==> src/rtl/ddr_cmd_dispatch.sv <==
// ddr_cmd_dispatch: arbitrates between a write FIFO pair (address + data)
// and a read-address FIFO, and issues one command at a time to a DDR
// memory-controller application port. Writes are preferred, but a waiting
// read is guaranteed service after STARVE_LIMIT consecutive write grants.
module ddr_cmd_dispatch #(
    parameter int STARVE_LIMIT = 8
) (
    input  logic         clk,
    input  logic         reset,
    input  logic         has_wr_adx,
    input  logic         has_wr_data,
    input  logic [26:0]  wr_adx_in,
    input  logic [127:0] wr_data_in,
    output logic         get_wr_adx,
    output logic         get_wr_data,
    input  logic         has_rd_adx,
    input  logic [26:0]  rd_adx_in,
    output logic         get_rd_adx,
    output logic         app_en,
    output logic [2:0]   app_cmd,
    output logic [26:0]  app_addr,
    input  logic         app_rdy,
    output logic         app_wdf_wren,
    output logic         app_wdf_end,
    output logic [127:0] app_wdf_data,
    input  logic         app_wdf_rdy,
    output logic         busy,
    output logic [15:0]  wr_issued,
    output logic [15:0]  rd_issued
);

    localparam int SW = $clog2(STARVE_LIMIT + 1);

    typedef enum logic [1:0] {
        ST_IDLE    = 2'd0,
        ST_WR_DATA = 2'd1,
        ST_WR_CMD  = 2'd2,
        ST_RD_CMD  = 2'd3
    } state_t;

    state_t         state_q, state_d;
    logic           app_en_q, app_en_d;
    logic [2:0]     app_cmd_q, app_cmd_d;
    logic [26:0]    app_addr_q, app_addr_d;
    logic           app_wdf_wren_q, app_wdf_wren_d;
    logic           app_wdf_end_q, app_wdf_end_d;
    logic [127:0]   app_wdf_data_q, app_wdf_data_d;
    logic           busy_q, busy_d;
    logic [SW-1:0]  starve_cnt_q, starve_cnt_d;
    logic [15:0]    wr_issued_q, wr_issued_d;
    logic [15:0]    rd_issued_q, rd_issued_d;

    logic wr_elig_s;
    logic rd_elig_s;
    logic starve_at_limit_s;
    logic rd_wins_s;
    logic idle_s;
    logic grant_wr_s;
    logic grant_rd_s;

    // A write needs both its address and its data present; the pops are
    // gated by reset so no FIFO word is lost while reset is asserted.
    assign wr_elig_s         = has_wr_adx & has_wr_data;
    assign rd_elig_s         = has_rd_adx;
    assign starve_at_limit_s = (starve_cnt_q == SW'(STARVE_LIMIT));
    assign rd_wins_s         = rd_elig_s & (~wr_elig_s | starve_at_limit_s);
    assign idle_s            = (state_q == ST_IDLE) & ~reset;
    assign grant_wr_s        = idle_s & wr_elig_s & ~rd_wins_s;
    assign grant_rd_s        = idle_s & rd_wins_s;

    assign get_wr_adx   = grant_wr_s;
    assign get_wr_data  = grant_wr_s;
    assign get_rd_adx   = grant_rd_s;

    assign app_en       = app_en_q;
    assign app_cmd      = app_cmd_q;
    assign app_addr     = app_addr_q;
    assign app_wdf_wren = app_wdf_wren_q;
    assign app_wdf_end  = app_wdf_end_q;
    assign app_wdf_data = app_wdf_data_q;
    assign busy         = busy_q;
    assign wr_issued    = wr_issued_q;
    assign rd_issued    = rd_issued_q;

    // Next-state and next-output computation for the dispatch FSM.
    always_comb begin
        state_d        = state_q;
        app_en_d       = app_en_q;
        app_cmd_d      = app_cmd_q;
        app_addr_d     = app_addr_q;
        app_wdf_wren_d = app_wdf_wren_q;
        app_wdf_end_d  = app_wdf_end_q;
        app_wdf_data_d = app_wdf_data_q;
        starve_cnt_d   = starve_cnt_q;
        wr_issued_d    = wr_issued_q;
        rd_issued_d    = rd_issued_q;

        case (state_q)
            ST_IDLE: begin
                if (grant_rd_s) begin
                    app_addr_d   = rd_adx_in;
                    app_cmd_d    = 3'b001;
                    app_en_d     = 1'b1;
                    starve_cnt_d = SW'(0);
                    state_d      = ST_RD_CMD;
                end else if (grant_wr_s) begin
                    app_addr_d     = wr_adx_in;
                    app_wdf_data_d = wr_data_in;
                    app_wdf_wren_d = 1'b1;
                    app_wdf_end_d  = 1'b1;
                    state_d        = ST_WR_DATA;
                    // Only writes that bypass a waiting read count toward starvation.
                    if (rd_elig_s && !starve_at_limit_s) begin
                        starve_cnt_d = starve_cnt_q + SW'(1);
                    end else begin
                        starve_cnt_d = starve_cnt_q;
                    end
                end else begin
                    state_d = ST_IDLE;
                end
            end
            ST_WR_DATA: begin
                if (app_wdf_rdy) begin
                    app_wdf_wren_d = 1'b0;
                    app_wdf_end_d  = 1'b0;
                    app_en_d       = 1'b1;
                    app_cmd_d      = 3'b000;
                    state_d        = ST_WR_CMD;
                end else begin
                    state_d = ST_WR_DATA;
                end
            end
            ST_WR_CMD: begin
                if (app_rdy) begin
                    app_en_d    = 1'b0;
                    wr_issued_d = wr_issued_q + 16'd1;
                    state_d     = ST_IDLE;
                end else begin
                    state_d = ST_WR_CMD;
                end
            end
            ST_RD_CMD: begin
                if (app_rdy) begin
                    app_en_d    = 1'b0;
                    rd_issued_d = rd_issued_q + 16'd1;
                    state_d     = ST_IDLE;
                end else begin
                    state_d = ST_RD_CMD;
                end
            end
            default: begin
                state_d = ST_IDLE;
            end
        endcase

        busy_d = (state_d != ST_IDLE);
    end

    // State and registered-output flops; reset abandons any transaction.
    always_ff @(posedge clk or posedge reset) begin
        if (reset) begin
            state_q        <= ST_IDLE;
            app_en_q       <= 1'b0;
            app_cmd_q      <= 3'b000;
            app_addr_q     <= 27'd0;
            app_wdf_wren_q <= 1'b0;
            app_wdf_end_q  <= 1'b0;
            app_wdf_data_q <= 128'd0;
            busy_q         <= 1'b0;
            starve_cnt_q   <= SW'(0);
            wr_issued_q    <= 16'd0;
            rd_issued_q    <= 16'd0;
        end else begin
            state_q        <= state_d;
            app_en_q       <= app_en_d;
            app_cmd_q      <= app_cmd_d;
            app_addr_q     <= app_addr_d;
            app_wdf_wren_q <= app_wdf_wren_d;
            app_wdf_end_q  <= app_wdf_end_d;
            app_wdf_data_q <= app_wdf_data_d;
            busy_q         <= busy_d;
            starve_cnt_q   <= starve_cnt_d;
            wr_issued_q    <= wr_issued_d;
            rd_issued_q    <= rd_issued_d;
        end
    end

endmodule

==> config.mk <==
export PLATFORM = sky130hd
export DESIGN_NAME = ddr_cmd_dispatch
export DESIGN_NICKNAME = d
export VERILOG_FILES = /design/src/rtl/ddr_cmd_dispatch.sv
export SDC_FILE = /design/constraint.sdc
export NUM_CORES = 1
export LEC_CHECK = 0
export CORE_MARGIN = 2
export CORE_UTILIZATION = 37
export CTS_CLUSTER_SIZE = 28
export DETAILED_ROUTE_END_ITERATION = 6
export GPL_TIMING_DRIVEN = 1
export PLACE_DENSITY = 0.83
export SYNTH_ARGS = -nofsm -noshare
export SYNTH_HDL_FRONTEND = slang
export SYNTH_SLANG_ARGS = --single-unit
==> constraint.sdc <==
create_clock -name clk -period 5.69 [get_ports clk]
set_input_delay 0.569 -clock clk [delete_from_list [all_inputs] [get_ports clk]]
set_output_delay 0.569 -clock clk [all_outputs]
set_load 0.02 [all_outputs]
==> summary.txt, run 1 <==
CTS
  – Post-CTS Resized: 0
  – Root buffer cell: clkbuf_16
  – CTS Hold Buffers Added: 0
  – CTS max path bufs: 2
  – Clock latency at the later pin of the worst-skew pair: 0.43 ns
  – Num CTS Buffers: 17
  – Depth of the CTS H-tree: 4
  – CTS tree: built
  – Setup bufs post-CTS: 0
  – CTS sink count: 197
  – Clock slew at reported path FFs: 0.07 ns

Route
  – Total number of vias: 5945
  – Drt initial violations: 135
  – ANT nets after route: 0
  – DRC violations left: 0
  – Router iterations before antenna repair: 4
  – DR WL/cell: 18.4 µm
  – Drt total wl: 22.8 mm
  – Via/cell ratio: 4.81

Logic synthesis
  – Compound-Gate Fraction of Synth Area: 0.0274
  – Most frequent cells after synthesis: dfrtp_1 (197), mux2_1 (100), nor2_1 (36)
  – Cell accounting for the most synthesized area: dfrtp_1
  – Fraction of registers with async set/reset: 1.00
  – Xor and xnor fraction of the mapped netlist area: 0.0329
  – Sequential fraction of the synthesis area: 0.617
  – Synth unique cells: 38
  – Adder-Cell Fraction of Synth Area: 0.00626
  – Synth top area share: 0.617
  – Prevailing post-synth register cell: dfrtp_1
  – Simple-gate share of the synthesized area: 0.0634
  – Multiplexer area fraction after synthesis: 0.218
  – Synth Cell Area: 7990 µm²
  – Post-synth EDFFs: 0
  – Largest cells by area after synthesis: dfrtp_1 (62%), mux2_1 (14%), mux2_2 (4.4%), mux2i_1 (3.4%), xnor2_1 (2.3%)
  – Synthesized flop and latch total: 197
  – Largest family of logic cells by synthesized area: multiplexers
  – Post-Synthesis Cells: 566
  – Top-count cell post-synth: dfrtp_1
  – Ys Warns: 0
  – Post-Syn Area per Cell: 14.1 µm²

Status
  – Run status: finished clean

STA
  – Peak Freq: 302 MHz
  – Worst setup margin: 2.38 ns
  – Slew @ Worst Pin: 0.916 ns
  – Clk_skew: 0.0130 ns
  – Worst hold margin: 0.482 ns
  – Rel. slew slack: 0.389
  – Min Tclk post-route: 3.31 ns
  – Slew Limit Fails: 0
  – Setup TNS: 0 ns
  – Setup violations, final: 0
  – Unrepaired setup endpoints after global routing: false
  – Tcrit/Tclk final: 0.581
  – Final Hold Vio Count: 0

Placement
  – RePlAce Congestion: 0.784
  – Port bufs: 383
  – DP Area: 12000 µm²
  – Pre-CTS setup slack: 2.03 ns
  – Post-detail-place hpwl: 17.7 mm

Setup path
  – CP bufs+invs: 2
  – Crit Path Category: register to primary output
  – Flop-to-flop setup slack: 2.44 ns
  – R2R cell count: 8
  – Top cell family by delay on the critical path: buffers and inverters
  – Crit. End Element: primary output
  – Max Fanout on Critical Path: 13
  – WP data arrival: 2.74 ns
  – Worst flop-to-flop path startpoint: starve_cnt_q[1]
  – RR Endpoint: app_wdf_data[23]
  – Crit-path cells: inv_1 > ha_1 > and3b_1 > or2_1 > a21oi_4 > clkdlybuf4s50_1
  – Startpoint type of the worst setup path: register
  – Critical Path RT: 5.12 ns
  – Slowest CP cell: clkdlybuf4s50_1
  – Worst path max stage delay: 0.72 ns

Floorplan
  – Die height: 151 µm
  – IO Pins: 386
  – Row cnt: 53
  – Initial Util: 0.379
  – Die footprint: 22800 µm²
  – Core area: 21100 µm²
  – Die width: 151 µm

Worst hold path
  – Worst Hold Depth: 1
  – Worst Hold Path EP: wr_issued[15]
  – Min-delay worst type: register to register
  – Min-delay src: wr_issued[15]

Power and ir drop
  – Sequential share of power: 0.363
  – Worst IR drop on VDD: 0.000284 V
  – Int Power: 4180 µW
  – Sw Share: 0.363
  – Power Total: 6560 µW
  – Combinational cell fraction of total power: 0.442
  – Pleak: 0.00548 µW
  – Sw Pwr: 2380 µW
  – Power Density: 519 nW/µm²
  – Clock share of power: 0.195

Finish
  – # fillers: 1700
  – Share of layout cells above drive strength 1: 0.0792
  – Final nets: 1140
  – P&R area growth vs syn: 58.1%
  – Final Cell Area: 12600 µm²

Global routing
  – Overall routing resource usage: 0.196
  – Global-route wire length before repair: 34.0 mm
  – Initial antenna violation count: 0
  – Vias in the first global route: 6202
  – Pin count of the biggest net entering global routing: 102
  – GR Overflow Total: 0

Run
  – # Max-Cap Violations: 0
==> sequential cells by signal, summed over array words and instances, names as in the netlist <==
signal	cells
app_wdf_data	128
app_addr	27
rd_issued	16
wr_issued	16
starve_cnt_q	4
state_q	2
app_cmd	1
app_en	1
app_wdf_end	1
busy	1
==> power groups by stage <==
| stage | clock network (µW) | logic (µW) | registers (µW) |
|---|---|---|---|
| after CTS | 1320 | 2940 | 2390 |
| after global placement | 0 | 2880 | 2380 |
| after global routing | 1370 | 3090 | 2460 |
| final | 1280 | 2900 | 2380 |
| after floorplan | 0 | 654 | 3060 |
| after detailed placement | 0 | 2930 | 2410 |
==> cell families (layout without fill, tap and decap cells) <==
logic type      after synthesis  in the layout
buf+inv                      35            428
simple gates                102            102
other cells                   1              3
flops                       197            197
fa+ha+maj                     4              4
xor+xnor                     30             30
mux                         158            158
compound gates               39             39
==> placed cells by master, fill, tap and decap left out, types with 3 or more instances in the layout <==
master,count
nor4_1,3
nor3_1,4
inv_6,5
nand4_1,8
xor2_1,9
clkdlybuf4s50_1,383
dfrtp_1,197
nand2_1,16
xnor2_1,21
clkbuf_16,17
and3_1,4
ha_1,4
mux2_2,31
inv_8,3
clkinv_8,3
nand3_1,15
inv_1,5
mux2_1,100
a21oi_1,30
and4_1,4
buf_4,6
nor2_1,36
o21ai_0,3
mux2i_1,27
==> final cells by class <==
type	count	area [µm²]	area share
sequential	197	4930	0.390
clock buffer	17	425	0.0337
clock inverter	15	203	0.0160
tap	275	344	0.0272
multi-input combinational	335	2810	0.222
antenna	1	2.50	0.000198
timing repair buffer	390	3900	0.309
inverter	6	26.3	0.00208
==> per-layer routing <==
layer / vias to the layer above / global-route usage / part of all wire
met3: 31 / 0.0630 / 0.087
met4: 0 / 0.0682 / 0.020
met1: 2921 / 0.215 / 0.36
met2: 254 / 0.355 / 0.53
li1: 2739 / - / -
met5: - / 0 / 0
==> per-stage QoR <==
stage | instances | util
final | 1236 | 0.599
after global routing | 1235 | 0.599
after CTS | 1235 | 0.599
after detailed placement | 1203 | 0.569
after global placement | 1203 | 0.569
after floorplan | 567 | -
==> worst max path at each step <==
stage	cells past startpoint	start	to	slack (ns)
final	6	starve_cnt_q[1]	get_wr_data	2.38
after global routing	6	starve_cnt_q[1]	get_wr_data	2.26
after CTS	6	starve_cnt_q[0]	get_wr_data	2.35
after detailed placement	7	has_wr_adx	app_wdf_data[43]	2.03
after global placement	7	has_wr_adx	app_wdf_data[25]	2.05
after floorplan	1	reset	app_addr[0]	2.57
Note: power is estimated with default switching activity, not from simulation.
==> run 2, diff against run 1 <==
--- a/config.mk
+++ b/config.mk
@@ -5,12 +5,12 @@
 export SDC_FILE = /design/constraint.sdc
 export NUM_CORES = 1
 export LEC_CHECK = 0
-export CORE_MARGIN = 2
-export CORE_UTILIZATION = 37
+export CORE_AREA = 2 2 152 154
 export CTS_CLUSTER_SIZE = 28
 export DETAILED_ROUTE_END_ITERATION = 6
+export DIE_AREA = 0 0 154 156
 export GPL_TIMING_DRIVEN = 1
-export PLACE_DENSITY = 0.83
+export PLACE_DENSITY = 0.78
 export SYNTH_ARGS = -nofsm -noshare
 export SYNTH_HDL_FRONTEND = slang
 export SYNTH_SLANG_ARGS = --single-unit
==> constraint.sdc (replaced) <==
create_clock -name clk -period 3.1 [get_ports clk]
set_input_delay 0.31 -clock clk [delete_from_list [all_inputs] [get_ports clk]]
set_output_delay 0.31 -clock clk [all_outputs]
set_load 0.02 [all_outputs]
==> run 2 against run 1 <==
Effect of this change: critical path depth stayed put; highest routed layer unchanged; clock skew grew 0.00061 ns; via count is 0.99% lower; largest power group unchanged; register-to-register slack got worse by 1.9 ns; critical endpoint is now get_wr_adx; combinational power grew 86%; final cell count increased by 1.3%; core utilization decreased by 3.3 points; clock-buffer cell count stayed put; first-iteration DRC count grew 87%; total power grew 82%; sequential share of layout area fell by 0.11 points; routed wire length is 0.40% lower.
==> summary.txt, run 2 (synthesis gave the netlist of run 1 again) <==
Status
  – Run status: finished clean

CTS
  – CTS Hold Buffers Added: 0 (unchanged)
  – Clock latency at the later pin of the worst-skew pair: 0.43 ns (about the same)
  – Setup bufs post-CTS: 0 (unchanged)
  – CTS tree: built
  – Depth of the CTS H-tree: 4 (unchanged)
  – CTS sink count: 197 (unchanged)
  – Clock slew at reported path FFs: 0.08 ns (about the same)
  – Root buffer cell: clkbuf_16
  – Post-CTS Resized: 0 (unchanged)
  – Num CTS Buffers: 17 (unchanged)
  – CTS max path bufs: 2 (unchanged)

Setup path
  – WP data arrival: 2.62 ns (-0.12 ns)
  – Crit Path Category: register to primary output
  – Startpoint type of the worst setup path: register
  – Flop-to-flop setup slack: 0.58 ns (-1.86 ns)
  – Critical Path RT: 2.79 ns (-2.33 ns)
  – Max Fanout on Critical Path: 6 (-7)
  – Crit. End Element: primary output

Route
  – DR WL/cell: 18.1 µm (-1.7%)
  – Total number of vias: 5886 (-0.99%)
  – Drt total wl: 22.7 mm (-0.40%)
  – Via/cell ratio: 4.70 (-2.3%)
  – ANT nets after route: 0 (unchanged)
  – Drt initial violations: 252 (+87%)
  – Router iterations before antenna repair: 4 (unchanged)
  – DRC violations left: 0 (unchanged)

STA
  – Rel. slew slack: 0.437 (+0.0470)
  – Setup TNS: 0 ns (unchanged)
  – Peak Freq: 341 MHz
  – Slew @ Worst Pin: 0.845 ns (-0.0706 ns)
  – Clk_skew: 0.0136 ns (+0.000614 ns)
  – Setup violations, final: 0 (unchanged)
  – Tcrit/Tclk final: 0.946
  – Unrepaired setup endpoints after global routing: false
  – Slew Limit Fails: 0 (unchanged)
  – Min Tclk post-route: 2.93 ns
  – Final Hold Vio Count: 0 (unchanged)

Power and ir drop
  – Pleak: 0.00549 µW (+0.20%)
  – Int Power: 7610 µW (+82%)
  – Sw Pwr: 4340 µW (+82%)
  – Clock share of power: 0.189 (-0.006)
  – Sw Share: 0.363 (about the same)
  – Combinational cell fraction of total power: 0.451 (+0.009)
  – Worst IR drop on VDD: 0.000434 V (+53%)
  – Power Density: 943 nW/µm² (+82%)
  – Sequential share of power: 0.360 (-0.003)

Placement
  – DP Cell Count: 1217 (+1.2%)
  – RePlAce Congestion: 0.779 (-0.66%)
  – Post-detail-place hpwl: 17.5 mm (-1.1%)
  – Port bufs: 383 (unchanged)

Floorplan
  – Initial Util: 0.357 (-0.0216)
  – Die height: 156 µm (+3.3%)
  – Die width: 154 µm (+2.0%)
  – IO Pins: 386 (unchanged)
  – Core area: 22400 µm² (+6.1%)
  – Die footprint: 24000 µm² (+5.4%)
  – Row cnt: 55 (+3.8%)

Finish
  – Largest register FFs: 128 (unchanged)
  – Non-Filler Instances: 1252 (+1.3%)
  – Register area: 4930 µm² (unchanged)
  – Commonest non-fill, non-tap cell in the layout: clkdlybuf4s50_1
  – P&R area growth vs syn: 58.6%
  – Area of the multi-input gates: 2810 µm² (unchanged)
  – # fillers: 1880 (+11%)
  – Most frequent cells in the layout: clkdlybuf4s50_1 (383), dfrtp_1 (197), mux2_1 (100), nor2_1 (36), mux2_2 (31)
  – Share of layout cells above drive strength 1: 0.0830 (+0.00382)
  – Final nets: 1144 (+0.35%)

Global routing
  – Vias in the first global route: 6126 (-1.2%)
  – Global-route wire length before repair: 34.8 mm (+2.4%)
  – Initial antenna violation count: 3 (+3)
  – Pin count of the biggest net entering global routing: 142 (+39%)
  – GR Overflow Total: 0 (unchanged)
  – Overall routing resource usage: 0.187 (-0.00835)

Worst hold path
  – Min-delay worst type: input port to register

Run
  – # Max-Cap Violations: 0 (unchanged)
[run 2: area by class of cell]
class,instances,share of cell area
well taps,285,0.0281
clock buffers,17,0.0336
multi-input cells,335,0.222
flip-flops and latches,197,0.389
clock inverters,15,0.0141
diodes,3,0.000592
inverters,6,0.00207
repair buffers,394,0.311
[run 2: final timing paths]
| path | cells past startpoint | start | endpoint |
|---|---|---|---|
| worst min-delay path | 3 | rd_adx_in[12] | app_addr[12] |
| worst max-delay path | 6 | starve_cnt_q[0] | get_wr_adx |
| worst max register to register | 7 | starve_cnt_q[0] | app_wdf_data[83] |
| max in group asynchronous | 3 | reset | app_wdf_data[83] |
| min in group asynchronous | 3 | reset | starve_cnt_q[2] |
| worst min register to register | 2 | app_cmd[0] | app_cmd[0] |
[run 2: critical path, cell delays in order (launching register included)]
cell	delay [ns]
dfrtp_1	0.38
inv_1	0.07
ha_1	0.20
and3b_1	0.22
or2_1	0.28
a21oi_4	0.37
clkdlybuf4s50_1	0.68
[run 2: per-layer routing]
layer	up-vias	routed length, µm	track usage
met1	2861	8600	0.211
met4	0	348	0.0543
li1	2749	-	-
met2	258	11600	0.327
met3	18	2110	0.0761
met5	-	0	0
[run 2: power groups by stage]
stage / Clock (µW) / Combinational (µW) / Sequential [µW]
2_1_floorplan: 0 / 1200 / 5620
3_3_place_gp: 0 / 5360 / 4310
3_5_place_dp: 0 / 5430 / 4370
4_1_cts: 2330 / 5450 / 4320
5_1_grt: 2440 / 5690 / 4460
6_report: 2260 / 5380 / 4300
[run 2: metrics by stage]
step                      area (µm²)  setup slack, ns   util  hold slack, ns  total power (µW)
after floorplan                 8000            0.244      -           0.445              6820
after CTS                      12700            0.128  0.566           0.425             12100
final                          12700            0.166  0.567           0.448             11900
after global placement         12100            0.399  0.539           0.463              9670
after detailed placement       12100            0.356  0.539           0.465              9800
after global routing           12700           0.0134  0.567           0.444             12600
